`config.mk`:
```
export PLATFORM = sky130hd
export DESIGN_NAME = regfile_wb_arbiter_flat
export DESIGN_NICKNAME = d
export VERILOG_FILES = /design/src/rtl/regfile_wb_arbiter_if.sv /design/src/rtl/regfile_wb_arbiter.sv /design/src/flat_wrapper.sv
export SDC_FILE = /design/constraint.sdc
export NUM_CORES = 1
export LEC_CHECK = 0
export ABC_AREA = 1
export ABC_CLOCK_PERIOD_IN_PS = 5500
export CAP_MARGIN = 10
export CELL_PAD_IN_SITES_DETAIL_PLACEMENT = 1
export CELL_PAD_IN_SITES_GLOBAL_PLACEMENT = 1
export CORE_MARGIN = 2
export CORE_UTILIZATION = 29
export CTS_CLUSTER_DIAMETER = 120
export CTS_CLUSTER_SIZE = 12
export DETAILED_ROUTE_END_ITERATION = 12
export PLACE_DENSITY = 0.95
export SLEW_MARGIN = 20
export SYNTH_ARGS = -nofsm -noshare
export SYNTH_HDL_FRONTEND = slang
export SYNTH_SLANG_ARGS = --single-unit
```
`constraint.sdc`:
```
create_clock -name clk -period 5.5 [get_ports clk]
set_input_delay 1.375 -clock clk [delete_from_list [all_inputs] [get_ports clk]]
set_output_delay 1.375 -clock clk [all_outputs]
set_load 0.01 [all_outputs]
```
`src/rtl/regfile_wb_arbiter_if.sv`:
```
// Writeback bus between the result sources and the register file write port.
// Sources drive the src_* request side; the arbiter answers with src_ready and drives write_*.
interface regfile_wb_arbiter_if #(
    parameter int unsigned WIDTH   = 32,
    parameter int unsigned ADDR_W  = 5,
    parameter int unsigned NUM_SRC = 3
);
    logic [NUM_SRC-1:0]        src_valid;
    logic [NUM_SRC-1:0]        src_ready;
    logic [NUM_SRC*ADDR_W-1:0] src_addr;
    logic [NUM_SRC*WIDTH-1:0]  src_data;
    logic                      write_en;
    logic [ADDR_W-1:0]         write_addr;
    logic [WIDTH-1:0]          write_data;

    modport master (
        output src_valid, src_addr, src_data,
        input  src_ready, write_en, write_addr, write_data
    );

    modport slave (
        input  src_valid, src_addr, src_data,
        output src_ready, write_en, write_addr, write_data
    );
endinterface

```
`src/rtl/regfile_wb_arbiter.sv`:
```
// Round-robin arbiter sharing the register file write port between NUM_SRC writeback
// sources, with a registered write port, x0 suppression and a saturating contention counter.
module regfile_wb_arbiter #(
    parameter int unsigned WIDTH   = 32,
    parameter int unsigned ADDR_W  = 5,
    parameter int unsigned NUM_SRC = 3,
    parameter int unsigned CNT_W   = 16,
    localparam int unsigned IDX_W  = (NUM_SRC > 1) ? $clog2(NUM_SRC) : 1
) (
    input  logic                 clk,
    input  logic                 reset_n,
    regfile_wb_arbiter_if.slave  wb,
    output logic [IDX_W-1:0]     last_grant,
    output logic [CNT_W-1:0]     conflict_cnt
);

    logic [IDX_W-1:0]  rr_ptr_q, rr_ptr_d;
    logic              wen_q, wen_d;
    logic [ADDR_W-1:0] waddr_q, waddr_d;
    logic [WIDTH-1:0]  wdata_q, wdata_d;
    logic [IDX_W-1:0]  lg_q, lg_d;
    logic [CNT_W-1:0]  cnt_q, cnt_d;

    logic [IDX_W-1:0]   cand [NUM_SRC];
    logic               grant_vld;
    logic [IDX_W-1:0]   grant_idx;
    logic [NUM_SRC-1:0] ready;
    logic               xfer;
    logic [ADDR_W-1:0]  sel_addr;
    logic [WIDTH-1:0]   sel_data;
    logic               multi_valid;

    function automatic int unsigned wrap_idx(input int unsigned v);
        return (v >= NUM_SRC) ? v - NUM_SRC : v;
    endfunction

    // Search order starting at the pointer, wrapping modulo NUM_SRC.
    always_comb begin
        for (int unsigned k = 0; k < NUM_SRC; k++) begin
            cand[k] = IDX_W'(wrap_idx(32'(rr_ptr_q) + k));
        end
    end

    always_comb begin
        grant_vld = 1'b0;
        grant_idx = '0;
        for (int unsigned k = 0; k < NUM_SRC; k++) begin
            if (!grant_vld && wb.src_valid[cand[k]]) begin
                grant_vld = 1'b1;
                grant_idx = cand[k];
            end
        end
    end

    always_comb begin
        ready = '0;
        for (int unsigned i = 0; i < NUM_SRC; i++) begin
            ready[i] = reset_n && grant_vld && (grant_idx == IDX_W'(i));
        end
    end

    assign xfer = |ready;

    always_comb begin
        sel_addr = '0;
        sel_data = '0;
        for (int unsigned i = 0; i < NUM_SRC; i++) begin
            if (ready[i]) begin
                sel_addr = wb.src_addr[i*ADDR_W +: ADDR_W];
                sel_data = wb.src_data[i*WIDTH +: WIDTH];
            end
        end
    end

    // Clearing the lowest set bit leaves something only when two or more requests are valid.
    assign multi_valid = |(wb.src_valid & (wb.src_valid - NUM_SRC'(1)));

    always_comb begin
        rr_ptr_d = rr_ptr_q;
        wen_d    = 1'b0;
        waddr_d  = waddr_q;
        wdata_d  = wdata_q;
        lg_d     = lg_q;
        cnt_d    = cnt_q;
        if (xfer) begin
            rr_ptr_d = (grant_idx == IDX_W'(NUM_SRC - 1)) ? '0 : grant_idx + IDX_W'(1);
            wen_d    = |sel_addr;
            waddr_d  = sel_addr;
            wdata_d  = sel_data;
            lg_d     = grant_idx;
        end
        if (multi_valid && (cnt_q != '1)) begin
            cnt_d = cnt_q + CNT_W'(1);
        end
    end

    always_ff @(posedge clk) begin
        if (!reset_n) begin
            rr_ptr_q <= '0;
            wen_q    <= 1'b0;
            waddr_q  <= '0;
            wdata_q  <= '0;
            lg_q     <= '0;
            cnt_q    <= '0;
        end else begin
            rr_ptr_q <= rr_ptr_d;
            wen_q    <= wen_d;
            waddr_q  <= waddr_d;
            wdata_q  <= wdata_d;
            lg_q     <= lg_d;
            cnt_q    <= cnt_d;
        end
    end

    assign wb.src_ready  = ready;
    assign wb.write_en   = wen_q;
    assign wb.write_addr = waddr_q;
    assign wb.write_data = wdata_q;
    assign last_grant    = lg_q;
    assign conflict_cnt  = cnt_q;

endmodule

```
`src/flat_wrapper.sv`:
```
// flat-port wrapper written by rule: the top's interface ports become plain ports
module regfile_wb_arbiter_flat 
#(
    parameter int unsigned WIDTH   = 32,
    parameter int unsigned ADDR_W  = 5,
    parameter int unsigned NUM_SRC = 3,
    parameter int unsigned CNT_W   = 16,
    localparam int unsigned IDX_W  = (NUM_SRC > 1) ? $clog2(NUM_SRC) : 1
)
  (clk, reset_n, last_grant, conflict_cnt, wb_src_valid, wb_src_addr, wb_src_data, wb_src_ready, wb_write_en, wb_write_addr, wb_write_data);
  regfile_wb_arbiter_if #(.WIDTH(WIDTH), .ADDR_W(ADDR_W), .NUM_SRC(NUM_SRC)) wb_i ();
  input  logic clk;
  input  logic reset_n;
  output logic [IDX_W-1:0] last_grant;
  output logic [CNT_W-1:0] conflict_cnt;
  input wire logic [$bits(wb_i.src_valid)-1:0] wb_src_valid;
  input wire logic [$bits(wb_i.src_addr)-1:0] wb_src_addr;
  input wire logic [$bits(wb_i.src_data)-1:0] wb_src_data;
  output wire logic [$bits(wb_i.src_ready)-1:0] wb_src_ready;
  output wire logic [$bits(wb_i.write_en)-1:0] wb_write_en;
  output wire logic [$bits(wb_i.write_addr)-1:0] wb_write_addr;
  output wire logic [$bits(wb_i.write_data)-1:0] wb_write_data;
  assign wb_i.src_valid = wb_src_valid;
  assign wb_i.src_addr = wb_src_addr;
  assign wb_i.src_data = wb_src_data;
  assign wb_src_ready = wb_i.src_ready;
  assign wb_write_en = wb_i.write_en;
  assign wb_write_addr = wb_i.write_addr;
  assign wb_write_data = wb_i.write_data;
  regfile_wb_arbiter #(.WIDTH(WIDTH), .ADDR_W(ADDR_W), .NUM_SRC(NUM_SRC), .CNT_W(CNT_W)) u_core (.clk(clk), .reset_n(reset_n), .wb(wb_i), .last_grant(last_grant), .conflict_cnt(conflict_cnt));
endmodule
```
==> results of run 1 <==
where the power goes:
part	leakage [nW]	switching, mW	internal, mW
clock	0.156	0.202	0.400
combinational	1.70	0.906	0.638
sequential	0.476	0.0879	0.573
routing by layer:
layer / wire length, um / vias to the layer above
met3: 957 / 29
met4: 358 / 0
li1: - / 1993
met2: 7520 / 155
met1: 5390 / 1901
met5: 0 / -
sequential cells by signal, summed over array words and instances, names as in the netlist:
register / count
u_core.wb.write_addr: 5
u_core.last_grant: 2
u_core.rr_ptr_q: 2
u_core.wb.write_en: 1
u_core.conflict_cnt: 16
u_core.wb.write_data: 32
cell type report:
type | instances | area, um^2 | share of cell area [%]
clock buffer | 15 | 288 | 5.20
clock inverter | 1 | 30.0 | 0.543
inverter | 64 | 255 | 4.61
multi-input combinational | 376 | 1840 | 33.3
sequential | 58 | 1160 | 21.0
tap | 143 | 179 | 3.23
timing repair buffer | 179 | 1780 | 32.2
logic make-up (layout without fill, tap and decap cells):
family                     after synthesis  in the layout  share of synthesized area (%)
xor gates and xnor gates                 3              3                          0.767
adders and majority gates                5              5                           1.83
DFF                                     58             58                           33.9
and+or+nand+nor                        307            307                           40.8
buffers and inverters                   87            259                           12.3
AOI/OAI and AO/OA                       61             61                           10.3
metrics by stage:
step | cell area [um^2] | cells | setup WS (ps)
2_1_floorplan | 3420 | 521 | 1860
3_3_place_gp | 5220 | 820 | 568
3_5_place_dp | 5220 | 820 | 361
4_1_cts | 5530 | 836 | 366
5_1_grt | 5530 | 836 | 208
6_report | 5530 | 836 | 326
critical path: stages:
cell and delay (ps):
clkdlybuf4s50_1 560, inv_1 90, o21ai_1 210, nand2_2 150, nand3_2 150, nand2_4 170
inv_6 170, nand2_4 100, inv_8 200, clkdlybuf4s50_1 600
placed cells by master, fill, tap and decap left out, types with 5 or more instances in the layout:
cell,n
nand4_1,24
inv_1,59
clkdlybuf4s50_1,174
nor3_1,7
clkbuf_16,9
ha_1,5
nand2_2,13
a21oi_1,18
dfxtp_1,58
nand3_1,41
nor2_1,28
buf_4,5
or2_0,8
a21oi_2,8
nand2_1,172
o21ai_0,26
worst min path at each step:
stage                                     startpoint                                     to  cells after the start
2_1_floorplan  u_core.wb.write_data[12]$_SDFFE_PN0P_  u_core.wb.write_data[12]$_SDFFE_PN0P_                      2
3_5_place_dp   u_core.wb.write_data[29]$_SDFFE_PN0P_  u_core.wb.write_data[29]$_SDFFE_PN0P_                      2
6_report       u_core.wb.write_data[29]$_SDFFE_PN0P_  u_core.wb.write_data[29]$_SDFFE_PN0P_                      2
3_3_place_gp   u_core.wb.write_data[12]$_SDFFE_PN0P_  u_core.wb.write_data[12]$_SDFFE_PN0P_                      2
4_1_cts        u_core.wb.write_data[29]$_SDFFE_PN0P_  u_core.wb.write_data[29]$_SDFFE_PN0P_                      2
5_1_grt        u_core.wb.write_data[29]$_SDFFE_PN0P_  u_core.wb.write_data[29]$_SDFFE_PN0P_                      2
==> results_dict.tcl, run 1 <==
set metrics [dict create \
    wl_per_cell_um 17.0 \
    num_rows 39 \
    regToRegSetupSlack_ps 2740 \
    cts_tree "built" \
    root_buffer "clkbuf_16" \
    synth_common_cells "nand2_1, inv_1, dfxtp_1" \
    endpoint_kind "output port" \
    syn_area_um2 3420 \
    vdd_ir_drop_max_mv 0.222 \
    drive_gt1_share_pct 7.94 \
    cts_resized 0 \
    maxSlewHeadroom_pct 46.0 \
    grt_pass1_vias 4505 \
    clk_pin_slew_ps 50 \
    post-route-drc-count 0 \
    crit_start "wb_src_valid[2]" \
    avgSynthCellArea_um2 6.57 \
    synth_area_leaders "dfxtp_1, nand2_1, inv_1, nand3_1, nand4_1" \
    ys_warn_count 0 \
    reg2reg_from "u_core.rr_ptr_q[0]$_SDFFE_PN0P_" \
    synth_area_leader_cell "dfxtp_1" \
    critPathKind "in -> out" \
    fmax_ghz 0.193 \
    synthFlopType "dfxtp_1" \
    ant_nets 0 \
    clk_path_buf_depth 2 \
    setup-tns-final_ps 0 \
    syn_nets 642 \
    yosysMostFrequentCell "nand2_1" \
    post_cts_buffers 0 \
    dieHeight_um 113 \
    drt_iter0_drc 231 \
    busiest_layer "met2" \
    post-route-period-util_pct 94.1 \
    area_delta_synth_final_pct 61.6 \
    start_util_pct 29.9 \
    cp.required_ps 4120 \
    grt_pass1_wl_um 22700 \
    drv_slew 0 \
    crit_end "wb_src_ready[1]" \
    grt_max_degree 39 \
    fillers 1421 \
    wl_um 14200 \
    gr-usage-met1_pct 24.7 \
    grtUsageTotal_pct 23.1 \
    p_per_area_nw_per_um2 507 \
    worstHoldPathType "reg -> reg" \
    die_w_um 113 \
    p_leak_nw 2.33 \
    hold_ws_ps 467 \
    clock_latency_ps 340 \
    netlist_instances 521 \
    ys_seq_elements 58 \
    die_area_um2 12700 \
    met2_usage_pct 42.8 \
    viasPerCell 4.88 \
    worst_setup_path_start_kind "primary input" \
    r2r_cells 15 \
    antenna_found_initial 0 \
    power.total_mw 2.81 \
    synthArstFlopShare_pct 0 \
    ios 175 \
    final_core_util_pct 48.3 \
    synth_top_area_share_pct 33.9 \
    grt.met3_usage_pct 6.16 \
    numCtsBuffers 9 \
    core_um2 11500 \
    num_vias 4078 \
    port-buffer-count 174 \
    yosysSeqAreaShare_pct 33.9 \
    numClockSinks 58 \
    setup_viol 0 \
    rsz0062_at_grt "no" \
    hold_buffers 0 \
    reg2reg_to "u_core.wb.write_addr[3]$_SDFFE_PN0P_" \
    status "finished clean" \
    layout.nets 809 \
    grt-ovfl-total 0 \
    tightest_slew_ps 810 \
    ys_types 36 \
    place_hpwl_um 11100 \
    place.gp.congestion 0.901 \
    diodes 0 \
    period_minus_slack_ps 5170 \
    firstDrtPassIters 4 \
    hold_viol_final 0 \
    crit_path_max_fanout 37 \
    skew_ps 8.63 \
    htree_levels 3 \
    cp.arrival_ps 3800 \
    synth_edf_count 0 \
    cap_violations 0 \
]
Power figures use the tool's default switching activity.
==> run 2: changes to the inputs <==
--- a/config.mk
+++ b/config.mk
@@ -6,7 +6,6 @@
 export NUM_CORES = 1
 export LEC_CHECK = 0
 export ABC_AREA = 1
-export ABC_CLOCK_PERIOD_IN_PS = 5500
 export CAP_MARGIN = 10
 export CELL_PAD_IN_SITES_DETAIL_PLACEMENT = 1
 export CELL_PAD_IN_SITES_GLOBAL_PLACEMENT = 1
==> results of run 2 <==
The final DEF is identical to that of run 1; final timing and power are the same.
